===== src/rtl/k16_bus_arbiter.sv =====
// k16_bus_arbiter: shares the single-port synchronous RAM between K16 CPU
// accesses and VGA scan-out fetches. VGA has priority; a starvation counter
// forces a CPU slot after CPU_STARVE_LIMIT consecutive VGA wins.
// Read data returns one cycle after the grant, when the RAM word appears.
// Optional feature: define ARB_WRITE_BUFFER_EN for a one-entry posted CPU
// write buffer with read forwarding.
module k16_bus_arbiter #(
    parameter int ADDR_WIDTH       = 16,
    parameter int DATA_WIDTH       = 16,
    parameter int CPU_STARVE_LIMIT = 4
) (
    input  logic                  clk,
    input  logic                  reset,
    input  logic                  cpu_req,
    input  logic [ADDR_WIDTH-1:0] cpu_address,
    input  logic [DATA_WIDTH-1:0] cpu_wdata,
    input  logic                  cpu_write,
    output logic [DATA_WIDTH-1:0] cpu_rdata,
    output logic                  cpu_hold,
    output logic                  cpu_valid,
    input  logic                  vga_req,
    input  logic [ADDR_WIDTH-1:0] vga_address,
    output logic [DATA_WIDTH-1:0] vga_rdata,
    output logic                  vga_valid,
    output logic [ADDR_WIDTH-1:0] mem_address,
    output logic [DATA_WIDTH-1:0] mem_wdata,
    output logic                  mem_write,
    input  logic [DATA_WIDTH-1:0] mem_rdata
);

    typedef enum logic [1:0] {ST_IDLE, ST_VGA_BURST, ST_CPU_SLOT} state_t;
    typedef enum logic [1:0] {TAG_NONE, TAG_VGA, TAG_CPU_RD, TAG_CPU_WR} tag_t;

    localparam logic [3:0] STARVE_LIMIT = 4'(CPU_STARVE_LIMIT);

    logic [3:0]            starve_cnt;
    logic                  arb_cpu_req;
    logic                  vga_grant;
    logic                  cpu_grant;
    logic                  cpu_accept;
    tag_t                  tag_d;
    tag_t                  tag_q;
    state_t                state;
    logic [DATA_WIDTH-1:0] cpu_rdata_q;
    logic [DATA_WIDTH-1:0] vga_rdata_q;

`ifdef ARB_WRITE_BUFFER_EN
    typedef enum logic [1:0] {SIDE_NONE, SIDE_WR, SIDE_FWD} side_t;

    logic                  wb_full;
    logic [ADDR_WIDTH-1:0] wb_addr;
    logic [DATA_WIDTH-1:0] wb_data;
    logic [DATA_WIDTH-1:0] fwd_data;
    logic                  wr_accept;
    logic                  fwd_accept;
    logic                  drain;
    side_t                 side_d;
    side_t                 side_q;
`endif

    // Grant decision, RAM port steering from the winner, and CPU stall
    always_comb begin
        // NOTE: every signal written here gets a default first, so no path can leave one unassigned and infer a latch.
        mem_address = '0;
        mem_wdata   = '0;
        mem_write   = 1'b0;
        tag_d       = TAG_NONE;
`ifdef ARB_WRITE_BUFFER_EN
        side_d      = SIDE_NONE;
        wr_accept   = !reset && cpu_req && cpu_write && !wb_full;
        fwd_accept  = !reset && cpu_req && !cpu_write && wb_full && (cpu_address == wb_addr);
        // The port is wanted by a pending drain, or by a read once the buffer is empty
        arb_cpu_req = wb_full || (cpu_req && !cpu_write);
`else
        arb_cpu_req = cpu_req;
`endif
        vga_grant = !reset && vga_req && (!arb_cpu_req || (starve_cnt < STARVE_LIMIT));
        cpu_grant = !reset && arb_cpu_req && !vga_grant;

        if (vga_grant) begin
            mem_address = vga_address;
            tag_d       = TAG_VGA;
        end else if (cpu_grant) begin
`ifdef ARB_WRITE_BUFFER_EN
            if (wb_full) begin
                mem_address = wb_addr;
                mem_wdata   = wb_data;
                mem_write   = 1'b1;
            end else begin
                mem_address = cpu_address;
                tag_d       = TAG_CPU_RD;
            end
`else
            mem_address = cpu_address;
            mem_wdata   = cpu_wdata;
            mem_write   = cpu_write;
            tag_d       = cpu_write ? TAG_CPU_WR : TAG_CPU_RD;
`endif
        end

`ifdef ARB_WRITE_BUFFER_EN
        drain = cpu_grant && wb_full;
        if (wr_accept) begin
            side_d = SIDE_WR;
        end else if (fwd_accept) begin
            side_d = SIDE_FWD;
        end
        cpu_accept = (cpu_grant && !wb_full) || wr_accept || fwd_accept;
`else
        cpu_accept = cpu_grant;
`endif
        cpu_hold = reset || (cpu_req && !cpu_accept);
    end

    // Starvation counter, response tag and the observability state machine
    always_ff @(posedge clk or posedge reset) begin
        if (reset) begin
            starve_cnt <= '0;
            tag_q      <= TAG_NONE;
            state      <= ST_IDLE;
        end else begin
            // NOTE: state uses non-blocking assignments so every flop samples pre-edge values regardless of statement order.
            tag_q <= tag_d;
            if (cpu_grant || !arb_cpu_req) begin
                starve_cnt <= '0;
            end else if (vga_grant && (starve_cnt < STARVE_LIMIT)) begin
                starve_cnt <= starve_cnt + 4'd1;
            end
            case (state)
                ST_IDLE: begin
                    if (vga_grant)      state <= ST_VGA_BURST;
                    else if (cpu_grant) state <= ST_CPU_SLOT;
                end
                ST_VGA_BURST: begin
                    if (cpu_grant)       state <= ST_CPU_SLOT;
                    else if (!vga_grant) state <= ST_IDLE;
                end
                ST_CPU_SLOT: begin
                    if (vga_grant)       state <= ST_VGA_BURST;
                    else if (!cpu_grant) state <= ST_IDLE;
                end
                default: state <= ST_IDLE;
            endcase
        end
    end

    // Remember the last returned words so read-data outputs hold between pulses
    always_ff @(posedge clk or posedge reset) begin
        if (reset) begin
            cpu_rdata_q <= '0;
            vga_rdata_q <= '0;
        end else begin
            if (tag_q == TAG_VGA)    vga_rdata_q <= mem_rdata;
            if (tag_q == TAG_CPU_RD) cpu_rdata_q <= mem_rdata;
`ifdef ARB_WRITE_BUFFER_EN
            if (side_q == SIDE_FWD)  cpu_rdata_q <= fwd_data;
`endif
        end
    end

`ifdef ARB_WRITE_BUFFER_EN
    // Posted write buffer: fill on accepted write, empty on drain
    always_ff @(posedge clk or posedge reset) begin
        if (reset) begin
            wb_full  <= 1'b0;
            wb_addr  <= '0;
            wb_data  <= '0;
            fwd_data <= '0;
            side_q   <= SIDE_NONE;
        end else begin
            side_q <= side_d;
            if (fwd_accept) fwd_data <= wb_data;
            if (wr_accept) begin
                wb_full <= 1'b1;
                wb_addr <= cpu_address;
                wb_data <= cpu_wdata;
            end else if (drain) begin
                wb_full <= 1'b0;
            end
        end
    end
`endif

    // Responses: the tag names the owner of the RAM word arriving this cycle
    always_comb begin
        vga_valid = (tag_q == TAG_VGA);
        vga_rdata = vga_valid ? mem_rdata : vga_rdata_q;
        cpu_valid = (tag_q == TAG_CPU_RD) || (tag_q == TAG_CPU_WR);
        cpu_rdata = (tag_q == TAG_CPU_RD) ? mem_rdata : cpu_rdata_q;
`ifdef ARB_WRITE_BUFFER_EN
        if (side_q != SIDE_NONE) cpu_valid = 1'b1;
        if (side_q == SIDE_FWD)  cpu_rdata = fwd_data;
`endif
    end

endmodule

===== config.mk =====
export PLATFORM = sky130hd
export DESIGN_NAME = k16_bus_arbiter
export DESIGN_NICKNAME = d
export VERILOG_FILES = /design/src/rtl/k16_bus_arbiter.sv
export SDC_FILE = /design/constraint.sdc
export NUM_CORES = 1
export LEC_CHECK = 0
export ABC_AREA = 1
export CAP_MARGIN = 0
export CORE_ASPECT_RATIO = 1.4
export CORE_MARGIN = 10
export CORE_UTILIZATION = 33
export CTS_BUF_LIST = sky130_fd_sc_hd__clkbuf_8
export CTS_CLUSTER_SIZE = 24
export DETAILED_ROUTE_END_ITERATION = 6
export PLACE_DENSITY = 0.84
export RECOVER_POWER = 25
export SLEW_MARGIN = 20
export SYNTH_ARGS = -nofsm -noshare
export SYNTH_HDL_FRONTEND = slang
export SYNTH_SLANG_ARGS = --single-unit

===== constraint.sdc =====
create_clock -name clk -period 1.6 [get_ports clk]
set_clock_uncertainty 0.15 [all_clocks]
set_input_delay 0.32 -clock clk [delete_from_list [all_inputs] [get_ports clk]]
set_output_delay 0.32 -clock clk [all_outputs]
set_load 0.02 [all_outputs]

==> impl_metrics.env <==
export IMPL_die_w_um=86.1
export IMPL_cts_tree="built"
export IMPL_grt_overflow_total=0
export IMPL_initial_utilization=0.341
export IMPL_p_leak_uw=0.00232
export IMPL_vias_per_cell=5.43
export IMPL_critPathArrivalTime_ns=1.58
export IMPL_cts_root_buffer="clkbuf_8"
export IMPL_dp_slack_ns=-0.979
export IMPL_report_final_slew_viol_count=0
export IMPL_rsz0062_at_grt="yes"
export IMPL_synth_warnings=0
export IMPL_clk_latency_ns=0.30
export IMPL_cap_violations=0
export IMPL_ys_seq_area_frac=0.472
export IMPL_drtIter0Drc=128
export IMPL_fin_ws_ns=-0.447
export IMPL_hpwl_mm=6.19
export IMPL_layout_drive_gt1_share=0.578
export IMPL_r2r_end="starve_cnt[2]$_DFFE_PP0P_"
export IMPL_p_clk_frac=0.253
export IMPL_switchingPower_uw=1400
export IMPL_netlist_area_mm2=0.00202
export IMPL_cp_top_family="flip-flops"
export IMPL_synth_seq_cells=38
export IMPL_power_sequential_fraction=0.293
export IMPL_regArea_um2=952
export IMPL_crit_path_top_delay_cell="dfrtp_1"
export IMPL_stdcell_count=520
export IMPL_critical_path_max_stage_delay_ns=0.46
export IMPL_num_fill_cells=264
export IMPL_required_ns=1.13
export IMPL_ios=137
export IMPL_fmaxAchievable_mhz=488
export IMPL_synth_top_area_cell="dfrtp_1"
export IMPL_cts_made_buffers=5
export IMPL_crit_cells=7
export IMPL_dr_wl_met2_mm=6.79
export IMPL_topRoutingLayerUsed="met4"
export IMPL_r2r_start="starve_cnt[2]$_DFFE_PP0P_"
export IMPL_post_route_cell_area_mm2=0.00495
export IMPL_hold_viol=0
export IMPL_path_cells="inv_2 > nand2_4 > nand2_4 > buf_8 > nand3_1 > nand2_2 > buf_6"
export IMPL_clkTransAtPathRegs_ns=0.09
export IMPL_ant_nets=0
export IMPL_setup_viol=70
export IMPL_fin_crit_ns=2.05
export IMPL_multi_input_area_mm2=0.00154
export IMPL_syn_avg_cell_area_um2=7.94
export IMPL_powerDensity_mw_per_mm2=823
export IMPL_wl_met1_mm=4.25
export IMPL_endpoint_kind="output port"
export IMPL_intPower_uw=2670
export IMPL_synth_area_leaders="dfrtp_1 (47%), nand2_1 (12%), nand3_1 (8.7%)"
export IMPL_die_h_um=112
export IMPL_place_area_mm2=0.00377
export IMPL_syn_to_final_growth_pct=145
export IMPL_wirelength_mm=13.0
export IMPL_dr_wl_met3_mm=1.30
export IMPL_cp_max_fo=8
export IMPL_relSlewSlack=0.655
export IMPL_crit_end="mem_address[15]"
export IMPL_antenna_found_initial=0
export IMPL_drt_pre_antenna_iters=4
export IMPL_coreArea_mm2=0.00590
export IMPL_grt_pass1_wl_mm=16.9
export IMPL_synth_nets=324
export IMPL_final_nets=519
export IMPL_vias=2823
export IMPL_tightestPinTransition_ns=0.517
export IMPL_ys_types=18
export IMPL_drc=0
export IMPL_clk_path_buf_depth=2
export IMPL_swShare=0.345
export IMPL_fp_row_count=33
export IMPL_status="complete, but fails checks"
export IMPL_rr_worst_depth=10
export IMPL_grt_util_all_layers=0.222
export IMPL_post_route_period_util=1.28
export IMPL_antenna_cells=0
export IMPL_violations="setup timing"
export IMPL_dp_cells=482
export IMPL_port_buffers=136
export IMPL_syn_inst=254
export IMPL_crit_buf_inv=3
export IMPL_regToRegSetupSlack_ns=0.04
export IMPL_path_common_cell="nand2_4"
export IMPL_power_frac_comb=0.455
export IMPL_gp_congestion=0.825
export IMPL_cp_start_kind="flop"
export IMPL_cp_startpoint="starve_cnt[3]$_DFFE_PP0P_"
export IMPL_grt_max_degree=21
export IMPL_clkSinkCount=38
export IMPL_die_area_mm2=0.00968
export IMPL_min_path_type="flop to flop"
export IMPL_yosysTopAreaCellShare=0.472
export IMPL_crit_type="flop to output port"
export IMPL_grt_pass1_vias=3112
export IMPL_routedWlPerCell_um=25.0
export IMPL_finalSetupTns_ns=-25.79
export IMPL_irDropWorstVdd_v=0.000425
export IMPL_cts_max_level=2
## synthesized netlist by cell type
cell	n
o21ai_1	7
buf_4	1
buf_2	4
nand2_8	2
nand2_1	63
nor2_1	11
buf_12	1
inv_1	43
nand3_1	35
inv_2	2
ha_1	1
nor2_8	1
dfrtp_1	38
o21ai_0	27
buf_6	1
or2_1	1
nor2_4	10
clkbuf_1	6
## registers in the layout, summed over array words and instances (netlist names)
| name | cells |
|---|---|
| cpu_rdata_q | 16 |
| starve_cnt | 4 |
| tag_q | 2 |
| vga_rdata_q | 16 |
## power groups by stage
stage / Sequential, uW / Clock, uW / Combinational (uW)
floorplan: 1170 / 0 / 647
global placement: 1170 / 0 / 1390
detailed placement: 1180 / 0 / 1420
CTS: 1170 / 1030 / 1640
global route: 1200 / 1070 / 1930
finish: 1190 / 1030 / 1850
## layout make-up
class | count | area share
flip-flops and latches | 38 | 0.193
multi-input cells | 165 | 0.311
inverters | 45 | 0.0344
well taps | 70 | 0.0177
clock inverters | 2 | 0.0121
repair buffers | 194 | 0.416
clock buffers | 6 | 0.0167
## layer usage
metal  track usage  up-vias
met4         0.122        0
met2         0.382      205
li1              -     1184
met3         0.112       58
met5             0        -
met1         0.207     1376
## stage by stage
| stage | utilization | power [uW] | hold WS, ns |
|---|---|---|---|
| 2_1_floorplan | - | 1810 | 0.148 |
| 3_3_place_gp | 0.638 | 2560 | 0.318 |
| 3_5_place_dp | 0.638 | 2600 | 0.328 |
| 4_1_cts | 0.787 | 3840 | 0.341 |
| 5_1_grt | 0.838 | 4210 | 0.368 |
| 6_report | 0.838 | 4070 | 0.358 |
## what timing repair did
action	CTS	global route
hold buffers	0	0
setup buffers	15	4
resized for setup	492	64
pin swaps	29	15
setup endpoints to repair	71	71
gates cloned	10	5
## cell families after synthesis
logic type,count (synthesis),synth area share
AND/OR/NAND/NOR,123,0.313
buffers and inverters,58,0.124
flip-flops,38,0.472
AO/OA/AOI/OAI,34,0.0844
adder cells (fa/ha/maj),1,0.00621
## worst min-delay path by stage
stage	start	end	slack [ns]	cells past startpoint
finish	starve_cnt[1]$_DFFE_PP0P_	starve_cnt[1]$_DFFE_PP0P_	0.36	2
floorplan	reset	cpu_rdata_q[0]$_DFF_PP0_	0.15	1
detailed placement	starve_cnt[1]$_DFFE_PP0P_	starve_cnt[1]$_DFFE_PP0P_	0.33	2
global placement	starve_cnt[1]$_DFFE_PP0P_	starve_cnt[1]$_DFFE_PP0P_	0.32	2
global route	vga_rdata_q[3]$_DFF_PP0_	vga_rdata_q[3]$_DFF_PP0_	0.37	2
CTS	vga_rdata_q[13]$_DFF_PP0_	vga_rdata_q[13]$_DFF_PP0_	0.34	2
## worst register-to-register path, cell delays in order (launching register included)
cell	delay (ns)
dfrtp_2	0.43
inv_2	0.08
buf_6	0.12
buf_6	0.11
buf_4	0.12
buf_4	0.12
buf_6	0.11
nand2_4	0.04
nand2_2	0.05
nand3_2	0.07
nand2_1	0.06
## layout by cell type, fill, tap and decap left out, drive strengths merged
cell type	n
clkdlybuf4s50	65
buf	118
or2	1
bufinv	2
clkdlybuf4s15	1
clkbuf	14
o21ai	34
dlygate4sd2	2
ha	1
nor2	23
clkinvlp	1
inv	44
nand3	35
dfrtp	38
nand2	71
Power figures use the tool's default switching activity.
